===== config.mk =====
export PLATFORM = sky130hd
export DESIGN_NAME = lane_mask_dispatcher
export DESIGN_NICKNAME = d
export VERILOG_FILES = /design/src/rtl/lane_mask_dispatcher.sv
export SDC_FILE = /design/constraint.sdc
export NUM_CORES = 1
export LEC_CHECK = 0
export CAP_MARGIN = 15
export CORE_MARGIN = 4
export CORE_UTILIZATION = 58
export DETAILED_ROUTE_END_ITERATION = 10
export GPL_TIMING_DRIVEN = 0
export HOLD_SLACK_MARGIN = 0.06
export MAX_ROUTING_LAYER = met4
export PLACE_DENSITY = 0.84
export SLEW_MARGIN = 20
export SYNTH_ARGS = -nofsm -noshare
export SYNTH_HDL_FRONTEND = slang
export SYNTH_SLANG_ARGS = --single-unit
export TNS_END_PERCENT = 20

===== constraint.sdc =====
create_clock -name clk_i -period 5.1 [get_ports clk_i]
set_input_delay 0.51 -clock clk_i [delete_from_list [all_inputs] [get_ports clk_i]]
set_output_delay 0.51 -clock clk_i [all_outputs]
set_load 0.02 [all_outputs]

===== src/rtl/lane_mask_dispatcher.sv =====
// lane_mask_dispatcher
// Routes tagged mask beats from the lane mask unit to the functional unit
// that currently owns the beat's vector instruction ID. Each FU has a small
// circular queue, so several masked instructions can be in flight in
// different units at once.
module lane_mask_dispatcher #(
    parameter int unsigned NrFUs          = 2,
    parameter int unsigned NrVInsn        = 8,
    parameter int unsigned MaskQueueDepth = 2,
    parameter int unsigned StrbWidth      = 8,
    localparam int unsigned IdW           = (NrVInsn > 1) ? $clog2(NrVInsn) : 1
) (
    input  logic                                clk_i,
    input  logic                                rst_ni,
    input  logic [NrFUs-1:0]                    claim_valid_i,
    input  logic [NrFUs-1:0][IdW-1:0]           claim_id_i,
    input  logic [NrFUs-1:0][NrVInsn-1:0]       vinsn_done_i,
    input  logic [StrbWidth-1:0]                mask_i,
    input  logic [IdW-1:0]                      mask_id_i,
    input  logic                                mask_valid_i,
    output logic                                mask_ready_o,
    output logic [NrFUs-1:0][StrbWidth-1:0]     fu_mask_o,
    output logic [NrFUs-1:0][IdW-1:0]           fu_mask_id_o,
    output logic [NrFUs-1:0]                    fu_mask_valid_o,
    input  logic [NrFUs-1:0]                    fu_mask_ready_i,
    output logic                                claim_conflict_o
);

    localparam int unsigned FuW  = (NrFUs > 1) ? $clog2(NrFUs) : 1;
    localparam int unsigned PtrW = (MaskQueueDepth > 1) ? $clog2(MaskQueueDepth) : 1;
    localparam int unsigned CntW = $clog2(MaskQueueDepth + 1);
    // Wide enough to hold (pointer + advance) before the modulo wrap.
    localparam int unsigned SumW = CntW + 1;
    localparam logic [CntW-1:0] DepthC = CntW'(MaskQueueDepth);

    // Ownership table
    logic [NrVInsn-1:0]     r_owned;
    logic [FuW-1:0]         r_owner [NrVInsn];
    logic                   r_conflict;

    // Per-FU queues
    logic [StrbWidth-1:0]   r_data [NrFUs][MaskQueueDepth];
    logic [IdW-1:0]         r_tag  [NrFUs][MaskQueueDepth];
    logic [PtrW-1:0]        r_rptr [NrFUs];
    logic [PtrW-1:0]        r_wptr [NrFUs];
    logic [CntW-1:0]        r_cnt  [NrFUs];

    // Claim/release decode
    logic [NrVInsn-1:0]     w_claimed;
    logic [NrVInsn-1:0]     w_multi;
    logic [NrVInsn-1:0]     w_release;
    logic [FuW-1:0]         w_claimer [NrVInsn];
    logic                   w_conflict;

    // Routing
    logic [FuW-1:0]         w_tgt;
    logic                   w_id_owned;
    logic [CntW-1:0]        w_tgt_cnt;
    logic                   w_ready;

    // Queue next-state
    logic [NrFUs-1:0]       w_push;
    logic [NrFUs-1:0]       w_pop;
    logic [CntW-1:0]        w_flush_cnt [NrFUs];
    logic [CntW-1:0]        w_remove    [NrFUs];
    logic [CntW-1:0]        w_cnt_nxt   [NrFUs];
    logic [PtrW-1:0]        w_rptr_nxt  [NrFUs];
    logic [PtrW-1:0]        w_wptr_nxt  [NrFUs];

    // Pointer advance modulo the queue depth (depth need not be a power of two).
    function automatic logic [PtrW-1:0] wrap_add(input logic [PtrW-1:0] base,
                                                 input logic [CntW-1:0] inc);
        logic [SumW-1:0] s;
        s = SumW'(base) + SumW'(inc);
        if (s >= SumW'(MaskQueueDepth)) begin
            s = s - SumW'(MaskQueueDepth);
        end
        return s[PtrW-1:0];
    endfunction

    // Decode claims per ID: lowest-index claimer wins, flag double claims and
    // claims on IDs still held. An ID released by its owner in the same cycle
    // counts as free, since claim-over-done is the normal ID recycling case.
    always_comb begin
        w_claimed  = '0;
        w_multi    = '0;
        w_release  = '0;
        w_conflict = 1'b0;
        for (int v = 0; v < NrVInsn; v++) begin
            w_claimer[v] = '0;
            for (int f = 0; f < NrFUs; f++) begin
                if (claim_valid_i[f] && (claim_id_i[f] == IdW'(v))) begin
                    if (w_claimed[v]) begin
                        w_multi[v] = 1'b1;
                    end else begin
                        w_claimed[v] = 1'b1;
                        w_claimer[v] = FuW'(f);
                    end
                end
                if (vinsn_done_i[f][v] && (r_owner[v] == FuW'(f))) begin
                    w_release[v] = 1'b1;
                end
            end
            if (w_multi[v] || (w_claimed[v] && r_owned[v] && !w_release[v])) begin
                w_conflict = 1'b1;
            end
        end
    end

    // Ownership table and sticky conflict flag; a claim beats a same-cycle done.
    always_ff @(posedge clk_i or negedge rst_ni) begin
        if (!rst_ni) begin
            r_owned    <= '0;
            r_conflict <= 1'b0;
            for (int v = 0; v < NrVInsn; v++) begin
                r_owner[v] <= '0;
            end
        end else begin
            for (int v = 0; v < NrVInsn; v++) begin
                if (w_claimed[v]) begin
                    r_owned[v] <= 1'b1;
                    r_owner[v] <= w_claimer[v];
                end else if (w_release[v]) begin
                    r_owned[v] <= 1'b0;
                end
            end
            if (w_conflict) begin
                r_conflict <= 1'b1;
            end
        end
    end

    // Input routing: ready depends only on registered state and mask_id_i,
    // never on the FU-side ready, so a full queue stays not-ready even when
    // it is popped in the same cycle.
    always_comb begin
        w_tgt      = '0;
        w_id_owned = 1'b0;
        for (int v = 0; v < NrVInsn; v++) begin
            if (mask_id_i == IdW'(v)) begin
                w_tgt      = r_owner[v];
                w_id_owned = r_owned[v];
            end
        end
        w_tgt_cnt = '0;
        for (int f = 0; f < NrFUs; f++) begin
            if (w_tgt == FuW'(f)) begin
                w_tgt_cnt = r_cnt[f];
            end
        end
        w_ready = w_id_owned && (w_tgt_cnt < DepthC);
    end

    assign mask_ready_o     = w_ready;
    assign claim_conflict_o = r_conflict;

    // Per-FU push/pop/flush. Flushed entries are the leading run of head
    // entries whose tag retires this cycle; a same-cycle pop of such a head
    // is already part of that run and is not removed twice.
    always_comb begin
        for (int f = 0; f < NrFUs; f++) begin
            logic run;
            w_push[f] = mask_valid_i && w_ready && (w_tgt == FuW'(f))
                        && !vinsn_done_i[f][mask_id_i];
            w_pop[f]  = (r_cnt[f] != '0) && fu_mask_ready_i[f];

            w_flush_cnt[f] = '0;
            run            = 1'b1;
            for (int i = 0; i < MaskQueueDepth; i++) begin
                if (run && (CntW'(i) < r_cnt[f])
                        && vinsn_done_i[f][r_tag[f][wrap_add(r_rptr[f], CntW'(i))]]) begin
                    w_flush_cnt[f] = w_flush_cnt[f] + CntW'(1);
                end else begin
                    run = 1'b0;
                end
            end

            if (w_flush_cnt[f] != '0) begin
                w_remove[f] = w_flush_cnt[f];
            end else begin
                w_remove[f] = w_pop[f] ? CntW'(1) : '0;
            end

            w_cnt_nxt[f]  = r_cnt[f] - w_remove[f] + CntW'(w_push[f]);
            w_rptr_nxt[f] = wrap_add(r_rptr[f], w_remove[f]);
            w_wptr_nxt[f] = w_push[f] ? wrap_add(r_wptr[f], CntW'(1)) : r_wptr[f];
        end
    end

    // Queue storage, pointers and occupancy counters.
    always_ff @(posedge clk_i or negedge rst_ni) begin
        if (!rst_ni) begin
            for (int f = 0; f < NrFUs; f++) begin
                r_rptr[f] <= '0;
                r_wptr[f] <= '0;
                r_cnt[f]  <= '0;
                for (int i = 0; i < MaskQueueDepth; i++) begin
                    r_data[f][i] <= '0;
                    r_tag[f][i]  <= '0;
                end
            end
        end else begin
            for (int f = 0; f < NrFUs; f++) begin
                if (w_push[f]) begin
                    r_data[f][r_wptr[f]] <= mask_i;
                    r_tag[f][r_wptr[f]]  <= mask_id_i;
                end
                r_rptr[f] <= w_rptr_nxt[f];
                r_wptr[f] <= w_wptr_nxt[f];
                r_cnt[f]  <= w_cnt_nxt[f];
            end
        end
    end

    // Head-of-queue outputs, forced to zero while a queue is empty.
    always_comb begin
        for (int f = 0; f < NrFUs; f++) begin
            fu_mask_valid_o[f] = (r_cnt[f] != '0);
            if (r_cnt[f] != '0) begin
                fu_mask_o[f]    = r_data[f][r_rptr[f]];
                fu_mask_id_o[f] = r_tag[f][r_rptr[f]];
            end else begin
                fu_mask_o[f]    = '0;
                fu_mask_id_o[f] = '0;
            end
        end
    end

endmodule


; Word-level counts from Yosys, hierarchy flattened
; Cells that the tools add are included.
[op_classes]
n_addsub = 20
magnitude_cmp = 28
n_eq_ne = 21
n_mux = 175
n_bitwise = 17
n_reduce_logical = 97
[ops]
columns = op, n
row1 = 1-bit 2-to-1 mux, 124
row2 = 8-bit 2-to-1 mux, 10
row3 = 3-bit 2-to-1 mux, 22
row4 = 1-bit logical AND, 64
row5 = 3-bit == test (second input constant), 12
row6 = 16-bit bitwise mux, 2
row7 = 2-bit >= comparator (second input constant), 12
row8 = 2-bit nonzero test, 12
row9 = 3-bit by 4-bit less-than comparator with 1-bit output (second input constant), 5
row10 = 1-bit binary-select mux with 3-bit select, 6
row11 = 3-bit by 2-bit == test with 1-bit output (second input constant), 6
row12 = 8-bit demux with 1-bit select, 2
row13 = 1-bit inverter with 2-bit output, 8
row14 = 6-bit bitwise mux, 2
row15 = 1-bit logical NOT, 10
row16 = 2-bit 2-to-1 mux, 5
row17 = 3-bit by 1-bit == test with 1-bit output (second input constant), 3
row18 = 3-bit logical NOT, 3
row19 = 1-bit inverter, 9
row20 = 1-bit by 1-bit adder with 2-bit output (second input constant), 4
row21 = 1-bit logical OR, 8
row22 = 1-bit by 2-bit less-than comparator with 1-bit output (first input constant), 4
row23 = 1-bit subtractor (second input constant), 8
row24 = 1-bit by 2-bit adder with 3-bit output, 2
row25 = 8 further kinds, 15
[word_totals]
register_bits = 69
out_inout_bits = 26

; Longest topological paths before layout
; Gate-level depths: netlist of run 1.
[depth]
word_depth = 18
mapped_depth = 14

; Worst setup path before layout of run 1
; OpenSTA, ideal clock, no wires.
[synth_timing]
path_type = register to register
start = reg r_rptr[0] (netlist name)
end = reg r_cnt[1] (netlist name)
arrival_time_ns = 3.063
slack_ns = 1.912
stages_incl_launch_ff = 15
period_less_slack_ns = 3.188
path_cell_list = dfrtp_1 -> clkbuf_1 -> mux2i_1 -> mux4_2 -> mux2i_1 -> nor2_1 -> and2_1 -> ha_1 -> inv_1 -> o22ai_1 -> ha_1 -> inv_1 -> ha_1 -> xor2_1 -> xnor2_1
[synth_rtl]
columns = element, line
row1 = start: declaration, 44  ; logic [PtrW-1:0] r_rptr [NrFUs];
row2 = start signal: indexed assignment, 208  ; r_rptr[f] <= w_rptr_nxt[f];
row3 = end signal: indexed assignment, 210  ; r_cnt[f] <= w_cnt_nxt[f];
row4 = end: declaration, 46  ; logic [CntW-1:0] r_cnt [NrFUs];

; Final worst setup path of run 1
[layout_timing]
start = in mask_id_i[0]
end = out mask_ready_o
[layout_between]
elab_chain_cells = 12
[layout_rtl]
columns = element, line
row1 = start: declaration, 19  ; input logic [IdW-1:0] mask_id_i,
row2 = 3-bit logical NOT, 140  ; if (mask_id_i == IdW'(v)) begin
row3 = 1-bit 2-to-1 mux (8 in a row), 140
row4 = 2-bit 2-to-1 mux, 147  ; if (w_tgt == FuW'(f)) begin
row5 = 2-bit less-than comparator, 151  ; w_ready = w_id_owned && (w_tgt_cnt < DepthC);
row6 = 1-bit logical AND (*), 151
row7 = end: declaration, 21  ; output logic mask_ready_o,
; Mark *: on every way between the ends. The rest lies on a longest branch, timed or not.

==> out/results.ini, run 1 <==
[logic_synthesis]
ys.warnings.count = 0
synth_nets = 408
ys_seq_area_share_pct = 41.40
ys_ff_latch = 69
synth_edf_count = 0
synthArstFlopShare_pct = 100.0
avgSynthCellArea_um2 = 11.58
netlist_instances = 360
synth_area_mm2 = 0.004170
synthFlopType = dfrtp_1
synth_cell_types = 48

[timing]
slew_headroom_pct = 45.00
hold_viol_final = 0
setup_violations = 0
tns_ns = 0
tightest_slew_ns = 0.8251
clock_skew_ns = 0.01215
grt_setup_unrepaired = no
period_share_pct = 70.64
post-route-min-period_ns = 3.603
slew_viol_final = 0
fmax_mhz = 277.6

[power_and_ir_drop]
total_leakage_power_uw = 0.002371
p_int_uw = 1643
switching_share_pct = 38.85
p_switching_uw = 1044
ir_drop_mv = 0.3486
seqPwrFrac_pct = 33.1
total_power_uw = 2686
power_frac_comb_pct = 51.9
p_per_area_mw_per_mm2 = 526.6
p_clk_share_pct = 15.0

[placed_design]
place.gp.congestion = 0.8579
io_buffers = 61
place_hpwl_mm = 7.261

[global_route]
grt_antenna_before_repair = 0
grt_pass1_wl_mm = 16.13
grt_pass1_vias = 3190
grt_usage_pct = 24.77
gr-total-overflow = 0
grt_max_degree = 47

[clock_network]
clk_latency_ns = 0.36
postCtsSetupBuffers = 0
cts_root_buffer = clkbuf_8
holdBufCountCts = 0
cts_tree = built
cts.sinks = 69
cts_made_buffers = 9
cts_resized = 0
h-tree-depth = 3
clockBufferDepth = 2
cts.clk_slew.worst_paths_ns = 0.08

[floorplanning]
die_h_um = 92.80
coreArea_mm2 = 0.006907
die_x_um = 92.80
num_io_pins = 66
core.rowCount = 30
start_util_pct = 60.38
die-area_mm2 = 0.008611

[route]
antenna_left = 0
num_vias = 3154
wire_per_inst_um = 18.30
wirelength_mm = 9.771
dr_wl_met3_um = 523
route.detailed.drc = 0
drtIter0Drc = 154
wl_met1_mm = 4.256
first_pass_iters = 4
viasPerCell = 5.906
dr.max_layer_used = met4
met2WireLength_mm = 4.827

[min_path]
hold_class = in2async

[cells_and_area]
ff_latch_area_mm2 = 0.001727
multi_input_area_mm2 = 0.002281
syn_to_final_growth_pct = 22.32
nets = 481
nFillCells = 498
drive_above_1_share_pct = 19.41
post-route-util_pct = 73.86
antenna_cells = 0

[worst_setup_path]
rr_worst_depth = 14
cp-end-kind = output pin
worstSetupPathType = in2out
crit_fanout = 10
crit_path_start = mask_id_i[0]
required_ns = 4.59
critPathLaunchType = input port
regToRegStartpoint = r_rptr[1]
arrival_ns = 3.09

[outcome]
status = completed

[run]
maxCapViolations = 0

-- synth_stat cells, types with 2 or more instances --
cell	number	area, um2
clkbuf_1	13	48.80
nor2_1	41	153.9
o221ai_1	2	17.52
o211ai_1	6	45.04
nand4_1	3	18.77
mux4_2	12	270.3
a211o_1	3	26.28
mux2_4	9	135.1
and2_1	4	25.02
xnor2_1	7	61.31
a31oi_1	3	18.77
inv_1	12	45.04
and3_1	2	12.51
a21oi_1	4	20.02
buf_6	3	33.78
nor2b_1	4	25.02
o22ai_1	2	12.51
nand2_1	17	63.81
mux2i_1	45	450.4
mux2_2	37	416.7
o21ai_0	4	20.02
nor4b_1	2	17.52
nand4b_1	3	26.28
and4b_1	3	30.03
ha_1	8	100.1
nand3_1	9	45.04
nor3b_1	2	15.01
nand3b_1	2	15.01
dfrtp_1	69	1727
xor2_1	5	43.79
buf_4	2	15.01
nor4bb_1	4	40.04
a21boi_0	3	22.52
-- cell type report --
cell class                      count  share of cell area, %
Tap cell                           96                  2.355
Multi-Input combinational cell    259                  44.71
Sequential cell                    69                  33.85
Timing Repair Buffer               62                  12.46
Inverter                           12                 0.8830
Clock inverter                      7                  1.006
Clock buffer                        9                  2.428
Buffer                             20                  2.306
-- worst paths after layout --
kind / to / slack, ns
max in group asynchronous: r_data[31] / 4.51
min in group clk_i: r_wptr[1] / 0.49
max reg2reg: r_cnt[3] / 1.50
max: mask_ready_o / 1.50
min: r_owner[3] / 0.06
min reg2reg: r_wptr[1] / 0.49
-- metrics by stage --
stage	hold WS [ns]	cells	cell area [um2]	setup WS, ns
3_5_place_dp	0.4444	518	4926	1.519
5_1_grt	0.06295	534	5101	1.204
3_3_place_gp	0.4610	517	4901	1.218
4_1_cts	0.06635	534	5101	1.490
2_1_floorplan	0.2144	360	4170	1.912
6_report	0.06287	534	5101	1.497
-- sequential cells by signal (all words and copies together) (netlist names) --
name and flops:
r_data 32, r_tag 12, r_owned 8, r_owner 8, r_cnt 4, r_rptr 2, r_wptr 2, claim_conflict_o 1
-- layer usage --
layer	up-vias	GRT usage [%]
met5	-	-
met4	0	9.280
met3	15	4.549
met2	106	38.57
met1	1575	32.53
li1	1458	-
-- cell usage in the layout (no fill, tap or decap), types with 2 or more instances in the layout --
cell type	count
dfrtp_1	69
clkinv_2	2
mux2_4	9
inv_1	12
nand2_1	17
and2_1	4
and3_1	2
nand3_1	9
mux2_2	37
nor2_1	41
a21boi_0	3
o22ai_1	2
clkbuf_8	9
nand4_1	3
a31oi_1	3
nor4b_1	2
o211ai_1	6
nand3b_1	2
clkinvlp_4	2
buf_4	3
clkinv_4	2
nor4bb_1	4
xnor2_1	7
nor3b_1	2
o21ai_0	4
clkbuf_1	13
a21oi_1	4
clkdlybuf4s50_1	60
ha_1	8
nor2b_1	4
mux4_2	12
nand4b_1	3
mux2i_1	45
xor2_1	5
o221ai_1	2
and4b_1	3
buf_6	3
a211o_1	3
-- power groups by stage --
stage	Combinational [uW]	Clock, uW	Sequential, uW
detailed placement	1400	0	894
global route	1540	438	911
floorplan	993	0	853
global placement	1340	0	882
finish	1400	403	888
CTS	1410	410	884
-- worst max-delay path: stages --
cell	delay [ns]
clkdlybuf4s50_1	0.60
buf_2	0.32
mux4_2	0.35
a31oi_1	0.43
and3_1	0.26
clkdlybuf4s50_1	0.61
-- cell families after synthesis --
logic type	synth area share [%]
AO/OA/AOI/OAI	5.821
XOR/XNOR	2.520
adder cells (fa/ha/maj)	2.400
buffers and inverters	3.900
flip-flops	41.40
multiplexers	31.14
AND/OR/NAND/NOR	12.81
No activity file was read; power rests on OpenSTA's default activity.
==> inputs of run 2 (changes only) <==
Settings changed: CORE_UTILIZATION 58 to 54, PLACE_DENSITY 0.84 to 0.79.
Clock period 5.1 ns to 3.53 ns, I/O delays scaled along.
==> run 2 against run 1 <==
Flip-flop and latch count is the same. Non-clock buffer count fell by 1. Sequential power is 50% higher. Wire length decreased by 1.8%. Critical path depth is 7 higher. Sequential share of layout area decreased by 0.34 points. Clock skew decreased by 0.0027 ns. Power rose by 48%. Hold slack gained 0.38 ns. Register-to-register slack worse by 1.3 ns. Design area rose by 1.1%.
==> out/results.ini, run 2 (synthesis results as in run 1) <==
[worst_setup_path]
critPathLaunchType = register
arrival_ns = 3.56  ; +0.47 ns
required_ns = 3.81  ; -0.78 ns
cp-end-kind = register
worstSetupPathType = reg2reg
crit_fanout = 9  ; -1

[route]
route.detailed.drc = 0  ; unchanged
wirelength_mm = 9.599  ; -1.8%
first_pass_iters = 6  ; +2
num_vias = 3165  ; +0.35%
viasPerCell = 5.905  ; about the same
wire_per_inst_um = 17.91  ; -2.1%
drtIter0Drc = 122  ; -21%
antenna_left = 0  ; unchanged

[floorplanning]
core.rowCount = 31  ; +3.3%
die_x_um = 95.88  ; +3.3%
start_util_pct = 56.59  ; -3.8 points
die-area_mm2 = 0.009193  ; +6.8%
num_io_pins = 66  ; unchanged
die_h_um = 95.88  ; +3.3%
coreArea_mm2 = 0.007370  ; +6.7%

[global_route]
gr-total-overflow = 0  ; unchanged
grt_pass1_vias = 3195  ; +0.16%
grt_max_degree = 48  ; +2.1%
grt_pass1_wl_mm = 15.90  ; -1.4%
grt_antenna_before_repair = 0  ; unchanged
grt_usage_pct = 23.37  ; -1.4 points

[placed_design]
place.gp.congestion = 0.8750  ; +2.0%
dpl_cell_area_mm2 = 0.004930  ; about the same
place_hpwl_mm = 7.326  ; +0.90%
io_buffers = 61  ; unchanged

[power_and_ir_drop]
p_per_area_mw_per_mm2 = 771.5  ; +47%
ir_drop_mv = 0.3996  ; +15%
total_leakage_power_uw = 0.002381  ; +0.44%

[run]
maxCapViolations = 0  ; unchanged

[cells_and_area]
top_register = r_data
top_regs = r_data: 32 flops, r_tag: 12 flops
nFillCells = 551  ; +11%
largest_register_ffs = 32  ; unchanged
final_cell_mix = 68 x dfrtp_1, 60 x clkdlybuf4s50_1, 43 x mux2i_1
nets = 480  ; -0.21%
stdcell_area_mm2 = 0.005156  ; +1.1%
drive_above_1_share_pct = 20.14  ; +0.73 points
syn_to_final_growth_pct = 23.64
layout_commonest_cell = dfrtp_1
antenna_cells = 0  ; unchanged

[outcome]
status = completed

[timing]
clock_skew_ns = 0.009497  ; -0.002653 ns
fmax_mhz = 304.1
slew_headroom_pct = 48.08  ; +3.1 points
tightest_slew_ns = 0.7789  ; -0.04622 ns
grt_setup_unrepaired = no
setup_violations = 0  ; unchanged
whs_ns = 0.4455  ; +0.3827 ns
post-route-min-period_ns = 3.288
hold_viol_final = 0  ; unchanged
period_share_pct = 93.14
tns_ns = 0  ; unchanged
slew_viol_final = 0  ; unchanged

[clock_network]
h-tree-depth = 3  ; unchanged
cts.sinks = 69  ; unchanged
cts_tree = built
cts_made_buffers = 9  ; unchanged
clk_latency_ns = 0.35  ; about the same
postCtsSetupBuffers = 0  ; unchanged
cts.clk_slew.worst_paths_ns = 0.09  ; about the same
clockBufferDepth = 2  ; unchanged
cts_root_buffer = clkbuf_8

[min_path]
hold_class = in2reg

run 2: changes by cell type in the layout (fill, tap and decap cells not counted), sizes merged:
| cell | previous run | this run |
|---|---|---|
| bufinv | 0 | 1 |
| dlygate4sd3 | 0 | 1 |
| clkinv | 4 | 1 |
| clkbuf | 22 | 20 |
| inv | 13 | 15 |
run 2: layer usage:
layer	vias to the layer above	GRT usage [%]	share of wire [%]
met5	-	-	0
met4	0	6.517	1.7
met3	19	5.004	4.4
met2	95	36.83	47
met1	1586	30.75	47
li1	1465	-	-
run 2: timing repair:
action	CTS	global route
endpoints found under the setup margin	1	2
hold buffers	1	0
gates resized for setup	1	3
endpoints found under the hold margin	22	0
run 2: path summary, 6_finish.rpt:
kind	start	endpoint	slack, ns	depth (start not counted)
setup / recovery	r_rptr[1]	r_cnt[3]	0.24	13
min in group asynchronous	rst_ni	r_owner[5]	0.46	2
hold / removal	mask_id_i[1]	r_tag[7]	0.45	3
hold reg to reg	r_wptr[1]	r_wptr[1]	0.49	1
setup reg to reg	r_rptr[1]	r_cnt[3]	0.24	13
max in group asynchronous	rst_ni	r_data[19]	2.55	3
run 2: power breakdown:
part           switching (uW)  internal [uW]  total (uW)  leakage (uW)
combinational             933           1040        1970       0.00140
clock                     335            337         672     0.0000984
sequential                247           1080        1330      0.000886
total                    1520           2460        3980       0.00238
run 2: layout make-up:
class	count	area, um2	share of cell area (%)
multi-input combinational	259	2297	44.55
clock inverter	7	82.58	1.602
sequential	69	1728	33.51
tap	99	123.9	2.402
inverter	12	45.04	0.8736
timing repair buffer	63	645.6	12.52
buffer	18	110.1	2.135
clock buffer	9	123.9	2.402
run 2: worst max-delay path: stages (launching register included):
cell and delay, ns:
dfrtp_1 0.58, mux2i_2 0.37, mux4_2 0.56, nor2_1 0.17, a31o_2 0.14, nor2_1 0.05
ha_1 0.31, inv_1 0.04, o22ai_1 0.23, ha_1 0.28, inv_1 0.06, ha_1 0.15
xor2_1 0.17, xnor2_1 0.13
run 2: through the flow:
| step | instances | utilization [%] | setup WS, ns | total power [uW] |
|---|---|---|---|---|
| 2_1_floorplan | 360 | - | 0.3424 | 2668 |
| 3_3_place_gp | 520 | 66.55 | -0.2032 | 3218 |
| 3_5_place_dp | 521 | 66.89 | -0.06788 | 3309 |
| 4_1_cts | 537 | 69.83 | 0.02368 | 3998 |
| 5_1_grt | 536 | 69.97 | 0.05580 | 4258 |
| 6_report | 536 | 69.97 | 0.2421 | 3978 |
